**config.mk**
```make
export PLATFORM = sky130hd
export DESIGN_NAME = timer_ctrl
export DESIGN_NICKNAME = d
export VERILOG_FILES = /design/src/rtl/timer_ctrl.sv
export SDC_FILE = /design/constraint.sdc
export NUM_CORES = 1
export LEC_CHECK = 0
export ABC_AREA = 1
export CAP_MARGIN = 5
export CELL_PAD_IN_SITES_DETAIL_PLACEMENT = 1
export CELL_PAD_IN_SITES_GLOBAL_PLACEMENT = 2
export CORE_MARGIN = 3
export CORE_UTILIZATION = 24
export CTS_CLUSTER_SIZE = 16
export DETAILED_ROUTE_END_ITERATION = 7
export PLACE_DENSITY_LB_ADDON = 0.1
export SYNTH_ARGS = -nofsm -noshare
export SYNTH_HDL_FRONTEND = slang
export SYNTH_SLANG_ARGS = --single-unit
```
**constraint.sdc**
```tcl
create_clock -name clk_i -period 2.3 [get_ports clk_i]
set_input_delay 0.46 -clock clk_i [delete_from_list [all_inputs] [get_ports clk_i]]
set_output_delay 0.46 -clock clk_i [all_outputs]
set_load 0.005 [all_outputs]
```
**src/rtl/timer_ctrl.sv**
```systemverilog
// Timer controller: sequences an external 8-bit counter through load/run,
// generates prescaled count ticks and turns counter overflow/underflow edges
// into flag-clear pulses, a sticky interrupt and optional auto-reload.
module timer_ctrl (
    input  logic       clk_i,
    input  logic       rst_i,
    input  logic       start_i,
    input  logic       stop_i,
    input  logic       auto_reload_i,
    input  logic       dir_i,
    input  logic [1:0] cks_i,
    input  logic [7:0] start_value_i,
    input  logic       clr_irq_i,
    input  logic       ovf_in_i,
    input  logic       udf_in_i,
    output logic       cnt_clk_ena_o,
    output logic       cnt_load_o,
    output logic       cnt_enable_o,
    output logic       cnt_up_down_o,
    output logic [7:0] cnt_start_value_o,
    output logic       cnt_clr_overflow_o,
    output logic       cnt_clr_underflow_o,
    output logic       irq_o,
    output logic       busy_o
);

    typedef enum logic [1:0] {StIdle, StLoad, StRun} state_e;

    state_e     state_q, state_d;
    logic [3:0] presc_q, presc_d;
    logic       dir_q, auto_q;
    logic [1:0] cks_q;
    logic [7:0] sv_q;
    logic       ovf_dly_q, udf_dly_q;
    logic       clr_ovf_q, clr_udf_q;
    logic       irq_q, irq_d;

    logic       evt_ovf, evt_udf, evt_any;
    logic       cfg_latch;
    logic [4:0] mask_full;
    logic [3:0] mask;

    // Event detection, next state, prescaler and interrupt next-state.
    always_comb begin
        evt_ovf   = (state_q == StRun) && ovf_in_i && !ovf_dly_q;
        evt_udf   = (state_q == StRun) && udf_in_i && !udf_dly_q;
        evt_any   = evt_ovf || evt_udf;

        state_d = state_q;
        unique case (state_q)
            StIdle: begin
                if (start_i && !stop_i) state_d = StLoad;
            end
            StLoad: begin
                state_d = stop_i ? StIdle : StRun;
            end
            StRun: begin
                // Stop beats an event-driven reload.
                if (stop_i) begin
                    state_d = StIdle;
                end else if (evt_any) begin
                    state_d = auto_q ? StLoad : StIdle;
                end
            end
            default: state_d = StIdle;
        endcase

        // Config is captured only when leaving IDLE; reloads reuse it.
        cfg_latch = (state_q == StIdle) && (state_d == StLoad);

        presc_d = ((state_q == StRun) && (state_d == StRun)) ? presc_q + 4'd1 : 4'd0;

        irq_d = irq_q;
        if (evt_any) begin
            irq_d = 1'b1;
        end else if (clr_irq_i) begin
            irq_d = 1'b0;
        end

        mask_full = (5'd2 << cks_q) - 5'd1;
        mask      = mask_full[3:0];
    end

    // State, configuration, prescaler, edge-detect and pulse registers.
    always_ff @(posedge clk_i) begin
        if (rst_i) begin
            state_q   <= StIdle;
            presc_q   <= 4'd0;
            dir_q     <= 1'b0;
            auto_q    <= 1'b0;
            cks_q     <= 2'd0;
            sv_q      <= 8'd0;
            ovf_dly_q <= 1'b0;
            udf_dly_q <= 1'b0;
            clr_ovf_q <= 1'b0;
            clr_udf_q <= 1'b0;
            irq_q     <= 1'b0;
        end else begin
            state_q   <= state_d;
            presc_q   <= presc_d;
            ovf_dly_q <= ovf_in_i;
            udf_dly_q <= udf_in_i;
            clr_ovf_q <= evt_ovf;
            clr_udf_q <= evt_udf;
            irq_q     <= irq_d;
            if (cfg_latch) begin
                dir_q  <= dir_i;
                auto_q <= auto_reload_i;
                cks_q  <= cks_i;
                sv_q   <= start_value_i;
            end
        end
    end

    // Outputs decoded from registered state only.
    always_comb begin
        cnt_load_o          = (state_q == StLoad);
        cnt_enable_o        = (state_q == StRun);
        cnt_up_down_o       = (state_q != StIdle) && dir_q;
        cnt_start_value_o   = sv_q;
        cnt_clk_ena_o       = (state_q == StRun) && ((presc_q & mask) == mask);
        cnt_clr_overflow_o  = clr_ovf_q;
        cnt_clr_underflow_o = clr_udf_q;
        irq_o               = irq_q;
        busy_o              = (state_q != StIdle);
    end

endmodule
```
==> impl_metrics.toml <==
[detailed_routing]
drc = 0
vias = 841
routed_wl_mm = 2.44
detail_route.first_pass.iterations = 4
wl_per_cell_um = 12.3
ant_nets = 0
drt-initial-drc-count = 13
avgViaCountPerCell = 4.23

[setup_path]
end_kind = "output pin"
crit_fanout = 6
reg2reg_depth = 5
rrSetupSlack_ns = 0.92
reg2reg_to = "cks_q[0]"
start_kind = "register"
worst-setup-path-type = "reg2out"
setup.worst_path.end = "cnt_clk_ena_o"
cp_slowest_cell = "clkdlybuf4s50_1"
startpoint = "state_q[1]"
critPathMaxStageDelay_ns = 0.52
path_cells = "inv_1 -> nor2_4 -> o211ai_1 -> a21oi_1 -> clkdlybuf4s50_1"
rr_startpoint = "state_q[0]"
critical_path_arrival_ns = 1.59
worstPathRequired_ns = 1.84

[synth]
synth_mux_area_share_pct = 0
async_flop_share_pct = 0
synth_edf_count = 0
synth_top_area_cell = "dfxtp_1"
synth_top_area_share_pct = 50.3
ys_seq_elements = 23
synthSimpleGateAreaFrac_pct = 24.9
synth_cell_type_count = 18
synth_compound_area_share_pct = 12.4
syn_nets = 137
synth.avg_cell_area_um2 = 7.83
ys_warn_count = 0
yosys-top-cells-area = "dfxtp_1 50%, nand2_1 9.0%, a21oi_1 8.2%, nand3_1 8.2%, inv_1 5.7%"
ys_seq_area_share_pct = 50.3
syn_inst = 117
yosys.area_share.adder_pct = 1.37
synth_xor_area_share_pct = 1.91
synth_ff_type = "dfxtp_1"
synth_area_um2 = 916
synth_top_family_by_area = "simple AND/OR/NAND/NOR gates"
yosys-top-cells-count = "23 x dfxtp_1, 22 x nand2_1, 15 x a21oi_1, 15 x nand3_1"
yosysMostFrequentCell = "dfxtp_1"

[grt]
grt_max_degree = 15
grt-ovfl-total = 0
track_usage_pct = 11.6
grt_pass1_wl_mm = 3.95
grt_antenna_before_repair = 0
first_global_vias = 872

[clock_network]
cts_setup_buffers = 0
numClockSinks = 23
cts_tree = "done"
cts_htree_levels = 1
path_clk_slew_ns = 0.08
hold_buffers = 0
clkLatencyLatePin_ns = 0.26
cts-root-buf = "clkbuf_8"
cts_resized = 0
cts_inserted_buffers = 3
ctsLongestPathBuffers = 2

[floorplan]
die-area_um2 = 4590
fp-row-count = 21
die_w_um = 67.8
io_pins = 35
die_h_um = 67.8
start_util_pct = 26.2
core_um2 = 3490

[outcome]
status = "complete, no violations"

[final_layout]
num_antenna_cells = 0
synthToLayoutAreaGrowth_pct = 47.5
drive_gt1_share_pct = 6.54
nets = 174

[place]
numPortBuffers = 34
place_congestion = 0.689
hpwl_mm = 1.83

[pwr]
leakage_uw = 0.000543
ir_drop_mv = 0.248
finalPower_uw = 786
powerDensity_nw_per_um2 = 582

[timing]
max_clock_freq_mhz = 487
final-hold-violation-count = 0
grt_setup_unrepaired = "no"
skew_ns = 0.00177
period_minus_slack_ns = 2.05
drv_slew = 0
slew_headroom_pct = 73.5
final-setup-viol-count = 0
worstMarginPinSlew_ns = 0.397
hold_ws_ns = 0.464
fin_tns_setup_ns = 0
period_share_pct = 89.3

[worst_hold_path]
worstHoldPathType = "reg2reg"

[run]
cap_violations = 0
-- power by group --
group          total [uW]  switching (uW)  internal [uW]  leakage [uW]
combinational         114            48.7           65.5      0.000330
sequential            424            9.74            414      0.000188
clock                 248             128            121     0.0000255
-- layout make-up --
type	instances	area [um2]
inverter	14	52.6
multi-input combinational	75	372
fill	428	2140
timing repair buffer	37	363
clock inverter	1	5.00
tap	46	57.6
clock buffer	3	41.3
sequential	23	460
-- metrics by stage --
step | worst slack [ns] | utilization [%] | cell area (um2) | std cells
2_1_floorplan | 1.07 | - | 916 | 117
3_3_place_gp | 0.564 | 37.3 | 1310 | 195
3_5_place_dp | 0.546 | 37.3 | 1310 | 195
4_1_cts | 0.204 | 38.7 | 1350 | 199
5_1_grt | 0.104 | 38.7 | 1350 | 199
6_report | 0.247 | 38.7 | 1350 | 199
-- per-layer routing --
metal  vias to the layer above  part of all wire, %  global-route usage, %
met2                        20                   49                   19.4
met5                         -                    0                      0
met4                         0                 0.86                   5.21
met3                         2                  5.6                   2.50
li1                        440                    -                      -
met1                       379                   45                   14.3
-- worst min-delay path by stage --
stage,startpoint,to,cells past startpoint
2_1_floorplan,presc_q[0],presc_q[0],1
3_3_place_gp,dir_q,dir_q,2
3_5_place_dp,cnt_start_value_o[7],cnt_start_value_o[7],2
4_1_cts,cnt_start_value_o[7],cnt_start_value_o[7],2
5_1_grt,cnt_start_value_o[3],cnt_start_value_o[3],2
6_report,cnt_start_value_o[7],cnt_start_value_o[7],2
-- registers in the layout, indices dropped and copies added (netlist names), 2 cells and up --
signal / flops
state_q: 2
cnt_start_value_o: 8
cks_q: 2
presc_q: 4
-- cells in the final DEF, fill, tap and decap left out, types with 3 or more instances in the layout --
cell type        count
clkdlybuf4s50_1     34
dfxtp_1             23
nand2_1             22
a21oi_1             15
nand3_1             15
inv_1               14
nor2_1              14
clkbuf_8             3
buf_4                3
-- critical path, delay by kind of cell (launching register included) --
kind	cells	cell delay (ns)
and+or+nand+nor	1	0.14
DFF	1	0.36
buffers and inverters	2	0.61
AOI/OAI and AO/OA	2	0.22
-- cell families after synthesis --
family / after synthesis
simple gates: 53
flops: 23
compound gates: 19
buf+inv: 19
xor+xnor: 2
fa+ha+maj: 1
(Power assumes the default switching activity.)
